File: config.mk
export PLATFORM = sky130hd
export DESIGN_NAME = dctc_window_scheduler
export DESIGN_NICKNAME = d
export VERILOG_FILES = /design/src/rtl/dctc_window_scheduler.sv
export SDC_FILE = /design/constraint.sdc
export NUM_CORES = 1
export LEC_CHECK = 0
export CAP_MARGIN = 15
export CORE_ASPECT_RATIO = 0.5
export CORE_UTILIZATION = 30
export CTS_CLUSTER_SIZE = 8
export DETAILED_ROUTE_END_ITERATION = 8
export PLACE_DENSITY_LB_ADDON = 0.12
export REMOVE_ABC_BUFFERS = 1
export SLEW_MARGIN = 25
export SYNTH_ARGS = -nofsm -noshare
export SYNTH_HDL_FRONTEND = slang
export SYNTH_SLANG_ARGS = --single-unit
File: constraint.sdc
create_clock -name clk -period 3.2 [get_ports clk]
set_input_delay 0.8 -clock clk [delete_from_list [all_inputs] [get_ports clk]]
set_output_delay 0.8 -clock clk [all_outputs]
set_load 0.02 [all_outputs]
File: src/rtl/dctc_window_scheduler.sv
// Per-window sequencer for the dctc distance/threshold block with a K-of-M
// vote over recent window decisions driving a debounced seizure alarm.
module dctc_window_scheduler #(
  parameter int unsigned VOTE_WINDOW = 8,
  parameter int unsigned VOTE_THRESH = 5,
  parameter int unsigned TIMEOUT_CYC = 64,
  parameter int unsigned CLR_CYC     = 2,
  parameter int unsigned CAPTURE_DLY = 1
) (
  input  logic       clk,
  input  logic       reset_n,
  input  logic       enable,
  input  logic       window_ready,
  input  logic       mcmc_valid,
  output logic       dctc_rst_n,
  output logic       dctc_start,
  input  logic       dctc_finish,
  input  logic       dctc_pred,
  output logic       window_ack,
  output logic       pred_valid,
  output logic       pred_bit,
  output logic [3:0] hist_count,
  output logic       alarm,
  output logic       timeout_err,
  input  logic       err_clr
);

  localparam int unsigned CW = $clog2(TIMEOUT_CYC + CLR_CYC + CAPTURE_DLY + 1);

  typedef enum logic [2:0] {IDLE, CLEAR, START, RUN, CAPTURE, UPDATE, ACK} state_t;

  state_t                 state;
  logic [CW-1:0]          cnt;
  logic [VOTE_WINDOW-1:0] history;
  logic [3:0]             ones;

  always_comb begin
    ones = '0;
    for (int unsigned i = 0; i < VOTE_WINDOW; i++) ones = ones + 4'(history[i]);
  end

  // history shifts on entry to UPDATE, so the registered count and alarm
  // become visible in the ACK cycle that follows UPDATE
  always_ff @(posedge clk or negedge reset_n) begin
    if (!reset_n) begin
      hist_count <= '0;
      alarm      <= 1'b0;
    end else begin
      hist_count <= ones;
      alarm      <= (ones >= 4'(VOTE_THRESH));
    end
  end

  always_ff @(posedge clk or negedge reset_n) begin
    if (!reset_n) begin
      state       <= IDLE;
      cnt         <= '0;
      history     <= '0;
      dctc_rst_n  <= 1'b0;
      dctc_start  <= 1'b0;
      window_ack  <= 1'b0;
      pred_valid  <= 1'b0;
      pred_bit    <= 1'b0;
      timeout_err <= 1'b0;
    end else begin
      dctc_rst_n <= 1'b1;
      dctc_start <= 1'b0;
      window_ack <= 1'b0;
      pred_valid <= 1'b0;
      if (err_clr) timeout_err <= 1'b0;
      case (state)
        IDLE: begin
          if (enable && window_ready && mcmc_valid) begin
            state      <= CLEAR;
            cnt        <= '0;
            dctc_rst_n <= 1'b0;
          end
        end
        CLEAR: begin
          if (cnt == CW'(CLR_CYC - 1)) begin
            state      <= START;
            dctc_start <= 1'b1;
          end else begin
            cnt        <= cnt + 1'b1;
            dctc_rst_n <= 1'b0;
          end
        end
        START: begin
          state <= RUN;
          cnt   <= '0;
        end
        RUN: begin
          if (dctc_finish) begin
            state <= CAPTURE;
            cnt   <= '0;
          end else if (cnt == CW'(TIMEOUT_CYC - 1)) begin
            state       <= ACK;
            window_ack  <= 1'b1;
            timeout_err <= 1'b1;
          end else begin
            cnt <= cnt + 1'b1;
          end
        end
        CAPTURE: begin
          if (cnt == CW'(CAPTURE_DLY - 1)) begin
            state      <= UPDATE;
            pred_bit   <= dctc_pred;
            pred_valid <= 1'b1;
            history    <= (history << 1) | VOTE_WINDOW'(dctc_pred);
          end else begin
            cnt <= cnt + 1'b1;
          end
        end
        UPDATE: begin
          state      <= ACK;
          window_ack <= 1'b1;
        end
        ACK:     state <= IDLE;
        default: state <= IDLE;
      endcase
    end
  end

endmodule

## Word level (Yosys, flattened, before mapping)

Index checks and enable logic that the tools add are counted.
W data, S select, Z words.

| word-level totals | value |
|---|---|
| register bits after elaboration | 29 |
| input bits | 8 |
| output and inout port bits | 11 |
| word-level logic and storage cells | 68 |

| operators by class | value |
|---|---|
| add/subtract/negate cells | 8 |
| magnitude comparators | 1 |
| equal/unequal tests | 14 |
| multiplexer cells | 25 |
| bitwise operators | 1 |
| reduce and logical (&&, ||, !) cells | 8 |

Operator list:

| kind | number |
|---|---|
| $mux W7 | 5 |
| $pmux W7 S5 | 1 |
| $pmux W3 S6 | 1 |
| $add A4 B1 Y4 | 4 |
| $mux W3 | 5 |
| $mux W1 | 11 |
| $ne A2 B2 Y1 const B | 5 |
| $or A8 B1 Y8 | 1 |
| $add A7 B1 Y7 const B | 1 |
| $eq A7 B1 Y1 const B | 1 |
| $eq A7 B6 Y1 const B | 1 |
| $logic_not A7 Y1 | 1 |
| $eq A3 B2 Y1 const B | 2 |
| $eq A3 B3 Y1 const B | 2 |
| $ne A3 B3 Y1 const B | 2 |
| $reduce_and A5 Y1 | 1 |
| $reduce_bool A5 Y1 | 1 |
| $add A3 B1 Y4 | 1 |
| $ge A4 B3 Y1 const B | 1 |
| $pmux W1 S2 | 2 |
| $reduce_and A4 Y1 | 1 |
| $add A2 B1 Y3 | 1 |
| $eq A3 B1 Y1 const B | 1 |
| $logic_not A3 Y1 | 1 |
| 3 further kinds | 4 |

## Longest topological paths before layout

| depth | value |
|---|---|
| word-level depth | 8 |
| mapped depth | 11 |

## Worst setup path after synthesis

Ideal clock, no wire load.

| timing path | value |
|---|---|
| path type | register to register |
| from | reg history[0] |
| to | reg alarm |
| library setup time | 0.122 ns |
| data arrival time | 2.882 ns |
| data required time | 3.078 ns |
| setup slack | 0.196 ns |
| cell stages (with the launch flop) | 12 |
| period minus slack after synthesis | 3.004 ns |
| cell sequence | dfrtp_1 -> fa_1 -> inv_1 -> fa_1 -> fa_1 -> inv_1 -> ha_1 -> inv_1 -> fa_1 -> inv_1 -> o21ai_0 -> nand2b_1 |

| between the ends | value |
|---|---|
| cells in the longest elaborated chain, start to end | 8 |

RTL lines:

| element | RTL line | text |
|---|---|---|
| start: declaration | 34 | `logic [VOTE_WINDOW-1:0] history;` |
| start signal: assignment | 109 | `history <= (history << 1) \| VOTE_WINDOW'(dctc_pred);` |
| $add A1 B1 Y2 | 39 | `for (int unsigned i = 0; i < VOTE_WINDOW; i++) ones = ones + 4'(history[i]);` |
| $add A2 B1 Y3 | 39 |  |
| $add A3 B1 Y4 | 39 |  |
| $add A4 B1 Y4 (4 in a row) | 39 |  |
| named net ones[1] | 35 | `logic [3:0] ones;` |
| $ge A4 B3 Y1 | 50 | `alarm <= (ones >= 4'(VOTE_THRESH));` |
| end signal: assignment | 50 |  |
| end: declaration | 23 | `output logic alarm,` |

The timed path passes the listed nets, and every way through them passes these cells.
A chain may end at the register's enable or synchronous reset.

## Worst setup path in the final report

Same ends and word-level chain as after synthesis.

==> flow_summary.yaml <==
hold_path:
  hold_class: "flip-flop to flip-flop"
layout:
  finalNonFillerCells: 226
  mostFrequentLayoutCells: "28 x dfrtp_1, 19 x inv_1, 18 x clkdlybuf4s50_1"
  regArea_um2: 700.7
  nFillCells: 449
  diodes: 0
  multiInputGateArea_um2: 683.2
  nNetsFinal: 179
  stdcell_area_um2: 1797
  final_common_cell: "dfrtp_1"
  area_growth_syn_to_layout_pct: 21.18
  drive_gt1_frac: 0.1375
  post-route-util: 0.3929
clock_network:
  post_cts_buffers: 0
  cts_resized: 0
  h-tree-depth: 1
  clkSinkCount: 28
  cts-root-buf: "clkbuf_8"
  clk_path_buf_depth: 2
  holdBufCountCts: 0
  worstSkewPairLatency_ns: 0.27
  clkTransAtPathRegs_ns: 0.10
  numCtsBuffers: 3
  cts_tree: "built"
timing:
  fin_crit_sh: 0.9401
  whs_ns: 0.4912
  maxSlewViolCount: 0
  worstMarginPinSlew_ns: 0.3633
  fmax_mhz: 332.4
  setup_ws_ns: 0.1916
  relSlewSlack: 0.7572
  clock_skew_ns: 0.002696
  setup_violations: 0
  finalCriticalPeriod_ns: 3.008
  setup_tns_ns: 0
  hold_viol_final: 0
  rsz0062_at_grt: "no"
grt:
  gr-usage-met1: 0.1453
  grt_pass1_vias: 945
  grt_pass1_wl_mm: 4.402
  track_usage: 0.1126
  antenna_found_initial: 0
  grt_max_degree: 29
  met3_usage: 0.04301
  busiest_layer: "met2"
  grt_util_met2: 0.1712
  overflow: 0
power_and_ir_drop:
  p_per_area_nw_per_um2: 834.3
  irDropWorstVdd_uv: 271.2
  total_power_mw: 1.499
  p_leak_nw: 0.7876
yosys:
  synth_top_area_frac: 0.4726
  synth_cell_types: 38
  avgSynthCellArea_um2: 10.59
  synthCells: 140
  synth_async_sr_flop_share: 1.000
  synth_seq_cells: 28
  synth.area.top_cells: "dfrtp_1 47%, fa_1 5.4%, ha_1 5.1%"
  synth_ff_type: "dfrtp_1"
  yosysTopAreaCell: "dfrtp_1"
  syn-cell-area_um2: 1483
  synth_edf_count: 0
  ys.warnings.count: 0
  ys_seq_area_frac: 0.4726
die:
  io_pins: 19
  start_util: 0.3242
  die_area_um2: 5244
  num_rows: 17
  core_um2: 4573
  fp.dieH_um: 51.71
  fp.dieW_um: 101.4
place:
  dp_slack_ns: 0.1813
  dp_hpwl_mm: 1.903
  port_buffers: 18
  gp_congestion: 0.7564
  dpl_cell_area_um2: 1725
  place_inst: 222
critical_path:
  start_kind: "flip-flop"
  crit_path_max_incr_delay_ns: 0.55
  crit_buf_inv: 4
  slowest_stage: "fa_1"
  cp_max_fo: 4
  worstSetupPathType: "flip-flop to flip-flop"
  path_cells: "fa_1 -> inv_1 -> fa_1 -> fa_1 -> inv_1 -> ha_1 -> inv_1 -> fa_1 -> inv_1 -> o21ai_0 -> nand2b_1"
  required_ns: 3.37
  crit_arrival_ns: 3.18
  crit_family: "adder cells"
  critical_path.endpoint_type: "flip-flop"
flow_run:
  drv_cap: 0
status:
  status: "finished clean"
drt:
  vias: 1013
  viasPerCell: 4.482
  routedWlPerCell_um: 11.27
  first_pass_iters: 4
  routed_wl_mm: 2.546
  drc_errors: 0
  drt_iter0_drc: 31
  ant_nets: 0
## power by group
part	internal [mW]	switching [mW]	leakage [nW]	total, mW
Clock	0.167	0.111	0.0357	0.279
Combinational	0.302	0.372	0.380	0.674
Sequential	0.449	0.0970	0.372	0.546
## cell type report
type	instances	share of cell area
multi-input cells	90	0.3802
inverters	19	0.03969
repair buffers	19	0.1045
well taps	66	0.04596
flip-flops and latches	28	0.3900
clock inverters	1	0.01671
clock buffers	3	0.02298
## worst reg2reg max path, stage by stage, from the launching register on
cell and delay (ns):
dfrtp_1 0.44, fa_1 0.55, inv_1 0.05, fa_1 0.49, fa_1 0.41, inv_1 0.06
ha_1 0.15, inv_1 0.05, fa_1 0.47, inv_1 0.05, o21ai_0 0.13, nand2b_1 0.07
## registers in the layout, summed over array words and instances, names as in the netlist
signal and flops:
dctc_start 1, window_ack 1, history 8, pred_valid 1, dctc_rst_n 1, cnt 7, hist_count 4, alarm 1
state 3, timeout_err 1
## Yosys cell counts, types with 3 or more instances
cell type	instances
a31oi_1	4
nand2_1	14
o21ai_0	10
a21oi_1	3
inv_1	19
dfrtp_1	28
nor3_1	4
nand3_1	3
nor2_1	9
fa_1	4
mux2_2	5
ha_1	6
## kinds of logic (layout without fill, tap and decap cells)
family / Yosys count / count (layout) / share of synthesized area
buffers and inverters: 22 / 42 / 0.06666
AOI/OAI and AO/OA: 27 / 27 / 0.1207
adders and majority gates: 10 / 10 / 0.1046
and+or+nand+nor: 46 / 46 / 0.1848
xor gates and xnor gates: 1 / 1 / 0.005908
DFF: 28 / 28 / 0.4726
muxes: 6 / 6 / 0.04472
## final timing paths
kind                                        start                     end  slack (ns)  depth (start not counted)
setup / recovery           history[0]$_DFFE_PN0P_         alarm$_DFF_PN0_        0.19                         11
min in group asynchronous                 reset_n      cnt[1]$_DFFE_PN0P_        0.89                          2
hold / removal             history[5]$_DFFE_PN0P_  history[5]$_DFFE_PN0P_        0.49                          2
setup reg to reg           history[0]$_DFFE_PN0P_         alarm$_DFF_PN0_        0.19                         11
max in group asynchronous                 reset_n    state[0]$_DFFE_PN0P_        2.04                          2
hold reg to reg            history[5]$_DFFE_PN0P_  history[5]$_DFFE_PN0P_        0.49                          2
## routing by layer
| metal | wire length [µm] | up-vias | share of wire |
|---|---|---|---|
| met3 | 87 | 2 | 0.034 |
| li1 | - | 511 | - |
| met1 | 1341 | 479 | 0.53 |
| met2 | 1090 | 21 | 0.43 |
| met5 | 0 | - | 0 |
| met4 | 27 | 0 | 0.011 |
Note: power is estimated with default switching activity, not from simulation.
